[src/rtl/lcd_sequencer_if.sv]
// Bus between the requesting logic and lcd_sequencer: refresh request, BCD readout
// inputs, the byte/strobe stream towards lcd_driver, status flags and FSM state.
interface lcd_sequencer_if;
   logic        update;
   logic [11:0] temp_bcd;
   logic [11:0] light_bcd;
   logic [7:0]  lcd_data_in;
   logic        lcd_send;
   logic        rs_select;
   logic        busy;
   logic        init_done;
   logic [2:0]  state_dbg;

   // lcd_send is a single-cycle strobe with no back-pressure: lcd_data_in and rs_select are
   // valid in the strobe cycle and held until the next strobe; spacing is self-timed.
   modport master (
      output update, temp_bcd, light_bcd,
      input  lcd_data_in, lcd_send, rs_select, busy, init_done, state_dbg
   );
   modport slave (
      input  update, temp_bcd, light_bcd,
      output lcd_data_in, lcd_send, rs_select, busy, init_done, state_dbg
   );
endinterface

[src/rtl/lcd_sequencer.sv]
// HD44780 8-bit init followed by on-demand two-line temperature/light readout.
// Define LCD_UNITS_EN to append unit suffixes ("C" on line 1, " lx" on line 2).
module lcd_sequencer #(
   parameter int PWR_DELAY = 750000,
   parameter int CMD_DELAY = 2500,
   parameter int CLR_DELAY = 100000,
   parameter int CNT_W     = 20
) (
   input  logic           clk,
   input  logic           rst,
   lcd_sequencer_if.slave bus
);
   typedef enum logic [2:0] {
      PWR_WAIT, INIT_SEND, INIT_WAIT, IDLE, WR_SEND, WR_WAIT
   } state_t;

`ifdef LCD_UNITS_EN
   localparam logic [4:0] LAST_IDX  = 5'd16;
   localparam logic [4:0] LINE2_IDX = 5'd8;
`else
   localparam logic [4:0] LAST_IDX  = 5'd12;
   localparam logic [4:0] LINE2_IDX = 5'd7;
`endif
   localparam logic [CNT_W-1:0] PWR_LAST = CNT_W'(PWR_DELAY - 1);
   localparam logic [CNT_W-1:0] CMD_CNT  = CNT_W'(CMD_DELAY);
   localparam logic [CNT_W-1:0] CLR_CNT  = CNT_W'(CLR_DELAY);

   function automatic logic [7:0] digit_ascii(input logic [3:0] d);
      return (d <= 4'd9) ? (8'h30 + {4'h0, d}) : 8'h3F;
   endfunction

   function automatic logic [7:0] init_byte(input logic [1:0] i);
      logic [7:0] b;
      case (i)
         2'd0:    b = 8'h38;
         2'd1:    b = 8'h0C;
         2'd2:    b = 8'h06;
         default: b = 8'h01;
      endcase
      return b;
   endfunction

   function automatic logic [7:0] wr_byte(input logic [4:0] i, input logic [11:0] t,
                                          input logic [11:0] l);
      logic [7:0] b;
      case (i)
         5'd0:    b = 8'h80;
         5'd1:    b = 8'h54;
         5'd2:    b = 8'h3D;
         5'd3:    b = digit_ascii(t[11:8]);
         5'd4:    b = digit_ascii(t[7:4]);
         5'd5:    b = 8'h2E;
         5'd6:    b = digit_ascii(t[3:0]);
`ifdef LCD_UNITS_EN
         5'd7:    b = 8'h43;
         5'd8:    b = 8'hC0;
         5'd9:    b = 8'h4C;
         5'd10:   b = 8'h3D;
         5'd11:   b = digit_ascii(l[11:8]);
         5'd12:   b = digit_ascii(l[7:4]);
         5'd13:   b = digit_ascii(l[3:0]);
         5'd14:   b = 8'h20;
         5'd15:   b = 8'h6C;
         default: b = 8'h78;
`else
         5'd7:    b = 8'hC0;
         5'd8:    b = 8'h4C;
         5'd9:    b = 8'h3D;
         5'd10:   b = digit_ascii(l[11:8]);
         5'd11:   b = digit_ascii(l[7:4]);
         default: b = digit_ascii(l[3:0]);
`endif
      endcase
      return b;
   endfunction

   state_t           state_q, state_d;
   logic [CNT_W-1:0] cnt_q, cnt_d;
   logic [4:0]       idx_q, idx_d, nxt_idx;
   logic [7:0]       data_q, data_d;
   logic             send_q, send_d, rs_q, rs_d, busy_q, busy_d;
   logic             done_q, done_d, pend_q, pend_d, req, start_wr;
   logic [11:0]      temp_q, temp_d, light_q, light_d;

   assign req     = pend_q | bus.update;
   assign nxt_idx = idx_q + 5'd1;

   always_ff @(posedge clk or posedge rst) begin
      if (rst) begin
         state_q <= PWR_WAIT;
         cnt_q   <= '0;
         idx_q   <= '0;
         data_q  <= '0;
         send_q  <= 1'b0;
         rs_q    <= 1'b0;
         busy_q  <= 1'b1;
         done_q  <= 1'b0;
         pend_q  <= 1'b0;
         temp_q  <= '0;
         light_q <= '0;
      end else begin
         state_q <= state_d;
         cnt_q   <= cnt_d;
         idx_q   <= idx_d;
         data_q  <= data_d;
         send_q  <= send_d;
         rs_q    <= rs_d;
         busy_q  <= busy_d;
         done_q  <= done_d;
         pend_q  <= pend_d;
         temp_q  <= temp_d;
         light_q <= light_d;
      end
   end

   // A finished wait with a request outstanding launches the next refresh on the same
   // edge, so a pending update costs no extra cycle beyond the normal spacing.
   always_comb begin
      state_d  = state_q;
      cnt_d    = cnt_q;
      idx_d    = idx_q;
      data_d   = data_q;
      send_d   = 1'b0;
      rs_d     = rs_q;
      busy_d   = busy_q;
      done_d   = done_q;
      pend_d   = req;
      temp_d   = temp_q;
      light_d  = light_q;
      start_wr = 1'b0;
      case (state_q)
         PWR_WAIT: begin
            if (cnt_q == PWR_LAST) begin
               state_d = INIT_SEND;
               idx_d   = '0;
               data_d  = init_byte(2'd0);
               rs_d    = 1'b0;
               send_d  = 1'b1;
               cnt_d   = CMD_CNT;
            end else begin
               cnt_d = cnt_q + 1'b1;
            end
         end
         INIT_SEND, WR_SEND: begin
            state_d = (state_q == INIT_SEND) ? INIT_WAIT : WR_WAIT;
            if (cnt_q != '0) cnt_d = cnt_q - 1'b1;
         end
         INIT_WAIT: begin
            if (cnt_q != '0) begin
               cnt_d = cnt_q - 1'b1;
            end else if (idx_q == 5'd3) begin
               done_d = 1'b1;
               if (req) begin
                  start_wr = 1'b1;
               end else begin
                  state_d = IDLE;
                  busy_d  = 1'b0;
               end
            end else begin
               state_d = INIT_SEND;
               idx_d   = nxt_idx;
               data_d  = init_byte(nxt_idx[1:0]);
               rs_d    = 1'b0;
               send_d  = 1'b1;
               cnt_d   = (idx_q == 5'd2) ? CLR_CNT : CMD_CNT;
            end
         end
         IDLE: begin
            if (req) start_wr = 1'b1;
         end
         WR_WAIT: begin
            if (cnt_q != '0) begin
               cnt_d = cnt_q - 1'b1;
            end else if (idx_q == LAST_IDX) begin
               if (req) begin
                  start_wr = 1'b1;
               end else begin
                  state_d = IDLE;
                  busy_d  = 1'b0;
               end
            end else begin
               state_d = WR_SEND;
               idx_d   = nxt_idx;
               data_d  = wr_byte(nxt_idx, temp_q, light_q);
               rs_d    = (nxt_idx != LINE2_IDX);
               send_d  = 1'b1;
               cnt_d   = CMD_CNT;
            end
         end
         default: state_d = PWR_WAIT;
      endcase
      if (start_wr) begin
         state_d = WR_SEND;
         temp_d  = bus.temp_bcd;
         light_d = bus.light_bcd;
         pend_d  = 1'b0;
         busy_d  = 1'b1;
         idx_d   = '0;
         data_d  = 8'h80;
         rs_d    = 1'b0;
         send_d  = 1'b1;
         cnt_d   = CMD_CNT;
      end
   end

   assign bus.lcd_data_in = data_q;
   assign bus.lcd_send    = send_q;
   assign bus.rs_select   = rs_q;
   assign bus.busy        = busy_q;
   assign bus.init_done   = done_q;
   assign bus.state_dbg   = state_q;
endmodule
[src/flat_wrapper.sv]
// flat-port wrapper written by rule: the top's interface ports become plain ports
module lcd_sequencer_flat 
#(
   parameter int PWR_DELAY = 750000,
   parameter int CMD_DELAY = 2500,
   parameter int CLR_DELAY = 100000,
   parameter int CNT_W     = 20
)
  (clk, rst, bus_update, bus_temp_bcd, bus_light_bcd, bus_lcd_data_in, bus_lcd_send, bus_rs_select, bus_busy, bus_init_done, bus_state_dbg);
  lcd_sequencer_if bus_i ();
  input  logic clk;
  input  logic rst;
  input wire logic [$bits(bus_i.update)-1:0] bus_update;
  input wire logic [$bits(bus_i.temp_bcd)-1:0] bus_temp_bcd;
  input wire logic [$bits(bus_i.light_bcd)-1:0] bus_light_bcd;
  output wire logic [$bits(bus_i.lcd_data_in)-1:0] bus_lcd_data_in;
  output wire logic [$bits(bus_i.lcd_send)-1:0] bus_lcd_send;
  output wire logic [$bits(bus_i.rs_select)-1:0] bus_rs_select;
  output wire logic [$bits(bus_i.busy)-1:0] bus_busy;
  output wire logic [$bits(bus_i.init_done)-1:0] bus_init_done;
  output wire logic [$bits(bus_i.state_dbg)-1:0] bus_state_dbg;
  assign bus_i.update = bus_update;
  assign bus_i.temp_bcd = bus_temp_bcd;
  assign bus_i.light_bcd = bus_light_bcd;
  assign bus_lcd_data_in = bus_i.lcd_data_in;
  assign bus_lcd_send = bus_i.lcd_send;
  assign bus_rs_select = bus_i.rs_select;
  assign bus_busy = bus_i.busy;
  assign bus_init_done = bus_i.init_done;
  assign bus_state_dbg = bus_i.state_dbg;
  lcd_sequencer #(.PWR_DELAY(PWR_DELAY), .CMD_DELAY(CMD_DELAY), .CLR_DELAY(CLR_DELAY), .CNT_W(CNT_W)) u_core (.clk(clk), .rst(rst), .bus(bus_i));
endmodule
[config.mk]
export PLATFORM = sky130hd
export DESIGN_NAME = lcd_sequencer_flat
export DESIGN_NICKNAME = d
export VERILOG_FILES = /design/src/rtl/lcd_sequencer_if.sv /design/src/rtl/lcd_sequencer.sv /design/src/flat_wrapper.sv
export SDC_FILE = /design/constraint.sdc
export NUM_CORES = 1
export LEC_CHECK = 0
export CAP_MARGIN = 40
export CORE_AREA = 2 2 105 107
export CTS_CLUSTER_DIAMETER = 200
export CTS_CLUSTER_SIZE = 30
export DETAILED_ROUTE_END_ITERATION = 12
export DIE_AREA = 0 0 107 109
export GPL_TIMING_DRIVEN = 0
export PLACE_DENSITY_LB_ADDON = 0.15
export SLEW_MARGIN = 20
export SYNTH_ARGS = -nofsm -noshare
export SYNTH_HDL_FRONTEND = slang
export SYNTH_SLANG_ARGS = --single-unit
[constraint.sdc]
create_clock -name clk -period 8.3 [get_ports clk]
set_input_delay 2.075 -clock clk [delete_from_list [all_inputs] [get_ports clk]]
set_output_delay 2.075 -clock clk [all_outputs]
set_load 0.02 [all_outputs]
==> results of run 1 <==
-- per-layer routing --
metal / track usage, % / wire, um / vias to the layer above
li1: - / - / 2110
met1: 36.2 / 6410 / 2186
met2: 31.6 / 5420 / 193
met3: 3.59 / 988 / 16
met4: 7.79 / 220 / 0
met5: 0 / 0 / -
-- final timing paths --
| kind | startpoint | cells after the start | to |
|---|---|---|---|
| setup / recovery | bus_update | 6 | u_core.cnt_q[18] |
| min in group asynchronous | rst | 2 | u_core.cnt_q[5] |
| setup reg to reg | u_core.cnt_q[0] | 9 | u_core.temp_q[1] |
| hold reg to reg | u_core.bus.lcd_data_in[6] | 1 | u_core.bus.lcd_data_in[6] |
| hold / removal | u_core.bus.lcd_data_in[6] | 1 | u_core.bus.lcd_data_in[6] |
| max in group asynchronous | rst | 3 | u_core.bus.busy |
-- final cells by class --
class                   count  area (um^2)  share of cell area (%)
clock inverters             7         58.8                    1.09
well taps                 140          175                    3.24
flip-flops and latches     65         1630                    30.1
repair buffers             43          445                    8.24
inverters                  15         58.8                    1.09
plain buffers              29          134                    2.48
multi-input cells         423         2780                    51.5
clock buffers               9          124                    2.29
-- flip-flops by register name, indices dropped and copies added, names as in the netlist --
| register | cells |
|---|---|
| u_core.cnt_q | 20 |
| u_core.light_q | 12 |
| u_core.temp_q | 12 |
| u_core.bus.lcd_data_in | 8 |
| u_core.idx_q | 5 |
| u_core.bus.state_dbg | 3 |
| u_core.bus.busy | 1 |
| u_core.bus.init_done | 1 |
| u_core.bus.lcd_send | 1 |
| u_core.bus.rs_select | 1 |
| u_core.pend_q | 1 |
-- stage by stage --
| step | hold slack (ns) | area, um^2 |
|---|---|---|
| 2_1_floorplan | 0.471 | 4600 |
| 3_3_place_gp | 0.465 | 5190 |
| 4_1_cts | 0.492 | 5410 |
| 6_report | 0.485 | 5410 |
| 5_1_grt | 0.507 | 5410 |
| 3_5_place_dp | 0.470 | 5230 |
-- cells in the mapped netlist, types with 6 or more instances --
| cell | count |
|---|---|
| dfrtp_1 | 64 |
| nor2_1 | 46 |
| o21ai_0 | 46 |
| nand2_1 | 39 |
| a21oi_1 | 32 |
| mux2_2 | 23 |
| nand3_1 | 21 |
| clkbuf_1 | 19 |
| nor3_1 | 16 |
| inv_1 | 15 |
| a21o_1 | 13 |
| a31oi_1 | 12 |
| o21ai_1 | 8 |
| o22ai_1 | 8 |
| and2_1 | 7 |
| ha_1 | 7 |
| nand2b_1 | 7 |
| o211ai_1 | 7 |
| or3_1 | 7 |
| and3_1 | 6 |
| xor2_1 | 6 |
-- power groups by stage --
stage	logic, W	registers [W]	clock network, W
finish	0.000870	0.000548	0.000256
CTS	0.000857	0.000545	0.000261
global route	0.000947	0.000565	0.000275
detailed placement	0.000853	0.000550	0
global placement	0.000834	0.000546	0
floorplan	0.000632	0.000523	0
-- cells by family after synthesis --
logic type,count (synthesis)
adders and majority gates,7
AOI/OAI and AO/OA,182
buffers and inverters,44
and+or+nand+nor,199
muxes,25
xor gates and xnor gates,10
DFF,65
==> impl_results.md, run 1 <==
* Area Overhead vs Synth at 17.5%
* Cells along the critical path: clkdlybuf4s50_1, nor2_1, a2bb2oi_2, nor3_2, xnor2_1, nor2_1
* Net Switching at 0.000782 W
* Hpwl dp at 9.68 mm
* Synth Instances at 532
* Mean Syn Cell Area at 8.65 um^2
* Int Power at 0.000891 W
* IO buf count at 41
* First-pass GRT wire length at 20.9 mm
* Static Leak at 2.12 nW
* Actual slew at the worst max-slew pin at 0.881 ns
* DIE WIDTH at 107 um
* Nets at 620
* Starting Density at 43.4%
* Core box area at 10600 um^2
* Initial drt markers at 370
* Drt pass-1 iters at 5
* Synth area leaders: dfrtp_1, mux2_2, o21ai_0
* Root Driver: clkbuf_8
* Post-synthesis register bit count at 65
* Setup CP Type: in2reg
* CP max stage cell: a2bb2oi_2
* Largest net degree at the start of global routing at 49
* CP Max Fanout at 9
* Syn_nets at 566
* Outcome: finished, final reports clean
* Max-cap violations at 0
* Simple logic cell fraction of the synthesized area at 23.9%
* Commonest cells after routing, fill and taps aside: dfrtp_1, nor2_1, o21ai_0, clkdlybuf4s50_1, nand2_1
* R2R setup slack at 4.72 ns
* Number of flops mapped to enable cells by yosys at 0
* Cell family with most CP delay: simple AND/OR/NAND/NOR gates
* Clock sink count at 65
* Die Y at 109 um
* CP Capture Type: flip-flop
* Total Power at 0.00167 W
* Max Fclk at 0.278 GHz
* Synthesized area at 4600 um^2
* Slowest stage delay, CP at 0.55 ns
* N_diodes at 0
* Post-DR vias/cell at 6.16
* Worst EP required at 8.53 ns
* Adder-cell area share of the yosys netlist at 1.90%
* PostCTS Resize Cnt at 0
* Wire length per cell at 17.8 um
* Crit path arrival time at 3.83 ns
* Total track usage at 23.0%
* CP Launch Type: input port
* Primary FF master, synth: dfrtp_1
* Clock Pin Slew Worst Setup and Hold Paths at 0.09 ns
* Synth area leader: dfrtp_1
* Worst slack, placed at 4.37 ns
* Share of layout cells above drive strength 1 at 13.7%
* Vias in the first global route at 4019
* Combinational fraction of design power at 52.0%
* Die ar. at 11700 um^2
* CTS Buf Count at 9
* Synth Warn # at 0
* Via count at 4505
* XOR/XNOR share of the synthesized area at 1.90%
* Clock Latency Late Sink at 0.35 ns
* TritonCTS clock tree: yes
* Top-area cell type share of the netlist area at 34.8%
* Final period util at 43.4%
* Global route total overflow at 0
* DRT Wirelength at 13.0 mm
* Placer Congestion at 0.939
* Final Setup Violations at 0
* Setup TNS at 0 ns
* Residual DRC at 0
* Clk pwr share at 15.3%
* Sw Ratio at 46.7%
* Final worst slack at 4.70 ns
* Layout Cells excl Fill at 731
* H-tree Lvls at 3
* Complex-gate fraction of the synthesized area at 26.7%
* Sequential share of power at 32.7%
* Fill count at 1022
* Fin crit period at 3.60 ns
* Post-synthesis mux area share at 6.06%
* Worst ir drop on vdd at 0.000165 V
* RSZ-0062 raised after global routing: no
* Post-synthesis async set-or-reset flop share at 100%
* Most common cell after layout, fill and taps aside: dfrtp_1
* Main combinational cell family by area after synthesis: compound AO/OA/AOI/OAI gates
* Top Ports at 42
* Inst Count DP at 715
* Initial antenna violation count at 0
* Clk buf depth at 2
* Final Slew Violations at 0
* Worst rel slew slack at 40.4%
* Rows at 38
* Most used cell, CP: nor2_1
* Hold_buf cts at 0
* Seq/Total Area, Yosys at 35.4%
* WP buf/inv at 1
* Setup bufs post-CTS at 0
* Final ANT Viol Nets at 0
* Distinct cells, synth at 77
* Final Util at 51.0%
* Final Hold Vio Count at 0
* Hold crit path type: reg2reg
* PwrDens at 309 nW/um^2
* Skew final at 0.0144 ns
Note: power is estimated with default switching activity, not from simulation.
==> run 2: changes to the inputs <==
- clock period: 8.3 -> 3.6 ns (I/O delays scaled with it)
==> impl_results.md, run 2 (synthesis gave the netlist of run 1 again) <==
* Post-DR vias/cell at 6.14
* Global route total overflow at 0
* Biggest regs: u_core.cnt_q (20), u_core.light_q (12), u_core.temp_q (12)
* Most common cell after layout, fill and taps aside: dfrtp_1
* Starting Density at 43.4%
* Inst Count DP at 715
* Top Ports at 42
* Final worst slack at 0.220 ns
* Final Hold Vio Count at 0
* Max-cap violations at 0
* Crit path arrival time at 3.62 ns
* CP Capture Type: flip-flop
* DRT Wirelength at 13.0 mm
* H-tree Lvls at 3
* Worst ir drop on vdd at 0.000378 V
* Core box area at 10600 um^2
* Rows at 38
* Clock Pin Slew Worst Setup and Hold Paths at 0.09 ns
* Wire length per cell at 17.8 um
* Final Slew Violations at 0
* R2R setup slack at 0.22 ns
* Nets at 621
* Total track usage at 23.0%
* R2r worst-path depth at 10
* DIE WIDTH at 107 um
* Drt pass-1 iters at 5
* Static Leak at 2.13 nW
* Area Overhead vs Synth at 17.9%
* Worst EP required at 3.84 ns
* Initial drt markers at 394
* Setup CP Type: reg2reg
* RSZ-0062 raised after global routing: no
* Via count at 4491
* Hpwl dp at 9.68 mm
* Hold crit path type: reg2reg
* Largest Register: u_core.cnt_q
* Final Util at 51.2%
* PwrDens at 711 nW/um^2
* Clk buf depth at 2
* N_diodes at 0
* Placer Congestion at 0.939
* Vias in the first global route at 4019
* Initial antenna violation count at 0
* Largest net degree at the start of global routing at 49
* CTS Buf Count at 9
* Outcome: finished, final reports clean
* Clock sink count at 65
* Final ANT Viol Nets at 0
* Max reg flops at 20
* Worst hold stages at 1
* Die Y at 109 um
* Skew final at 0.0157 ns
* Hold_buf cts at 0
* IO buf count at 41
* Worst slack, placed at 0.129 ns
* Worst r2r src: u_core.cnt_q[0]
* Final period util at 93.9%
* Hold_sp: u_core.bus.lcd_data_in[6]
* Clock Latency Late Sink at 0.35 ns
* Worst R2R End: u_core.temp_q[1]
* Residual DRC at 0
* Max Fclk at 0.296 GHz
* CP Launch Type: flip-flop
* Fin crit period at 3.38 ns
* Final Setup Violations at 0
* TritonCTS clock tree: yes
* Die ar. at 11700 um^2
* First-pass GRT wire length at 20.9 mm
* Actual slew at the worst max-slew pin at 0.901 ns
* Commonest cells after routing, fill and taps aside: dfrtp_1, nor2_1, o21ai_0, clkdlybuf4s50_1, nand2_1
* Setup TNS at 0 ns
* Worst rel slew slack at 39.5%
* Share of layout cells above drive strength 1 at 14.2%
* Layout Cells excl Fill at 732
* WHS at 0.485 ns
* Worst Hold End: u_core.bus.lcd_data_in[6]
* CP Max Fanout at 10
* Root Driver: clkbuf_8
## run 2: changes by cell type in the layout (fill, tap and decap cells not counted), sizes merged
cell / previous run / this run
buf: 12 / 13
## run 2: timing repair
action                     in CTS  in global routing
resized for setup               0                  2
setup endpoints to repair       0                 32
buffers inserted                0                  1
## run 2: cell type report
| type | count | area [um^2] |
|---|---|---|
| clock buffers | 9 | 124 |
| repair buffers | 44 | 453 |
| inverters | 15 | 58.8 |
| plain buffers | 29 | 134 |
| fillers | 1022 | 5180 |
| clock inverters | 7 | 58.8 |
| multi-input cells | 423 | 2800 |
| well taps | 140 | 175 |
| flip-flops and latches | 65 | 1630 |
## run 2: per-stage QoR
step / area (um^2) / total power (W)
2_1_floorplan: 4600 / 0.00266
3_3_place_gp: 5190 / 0.00318
3_5_place_dp: 5230 / 0.00323
4_1_cts: 5410 / 0.00383
5_1_grt: 5430 / 0.00412
6_report: 5430 / 0.00386
## run 2: worst max-delay path by stage
stage / startpoint / end
floorplan: u_core.cnt_q[0] / u_core.temp_q[1]
global placement: rst / u_core.idx_q[4]
detailed placement: u_core.cnt_q[0] / u_core.temp_q[1]
CTS: u_core.cnt_q[0] / u_core.temp_q[1]
global route: u_core.cnt_q[0] / u_core.temp_q[1]
finish: u_core.cnt_q[0] / u_core.temp_q[1]
## run 2: report_power, final
group          switching (W)  internal (W)
sequential          0.000274      0.000987
combinational        0.00120      0.000811
clock               0.000329      0.000260
## run 2: per-layer routing
| layer | GRT usage [%] | vias up | routed length (um) |
|---|---|---|---|
| li1 | - | 2106 | - |
| met5 | 0 | - | 0 |
| met1 | 36.2 | 2184 | 6400 |
| met3 | 3.59 | 14 | 1020 |
| met2 | 31.6 | 187 | 5380 |
| met4 | 7.79 | 0 | 205 |
## run 2: critical path: stages (launching register included)
cell and delay [ns]:
dfrtp_1 0.41, clkbuf_1 0.22, inv_1 0.13, ha_1 0.30
or4b_1 0.58, nor4_4 0.24, buf_4 0.21, a32oi_2 0.18
nor2_2 0.34, buf_2 0.29, mux2_2 0.35
==> run 3: changes to the inputs <==
- SKIP_LAST_GASP: not set -> 1
==> results of run 3 <==
No change in the layout: final DEF, timing and power equal those of run 2.
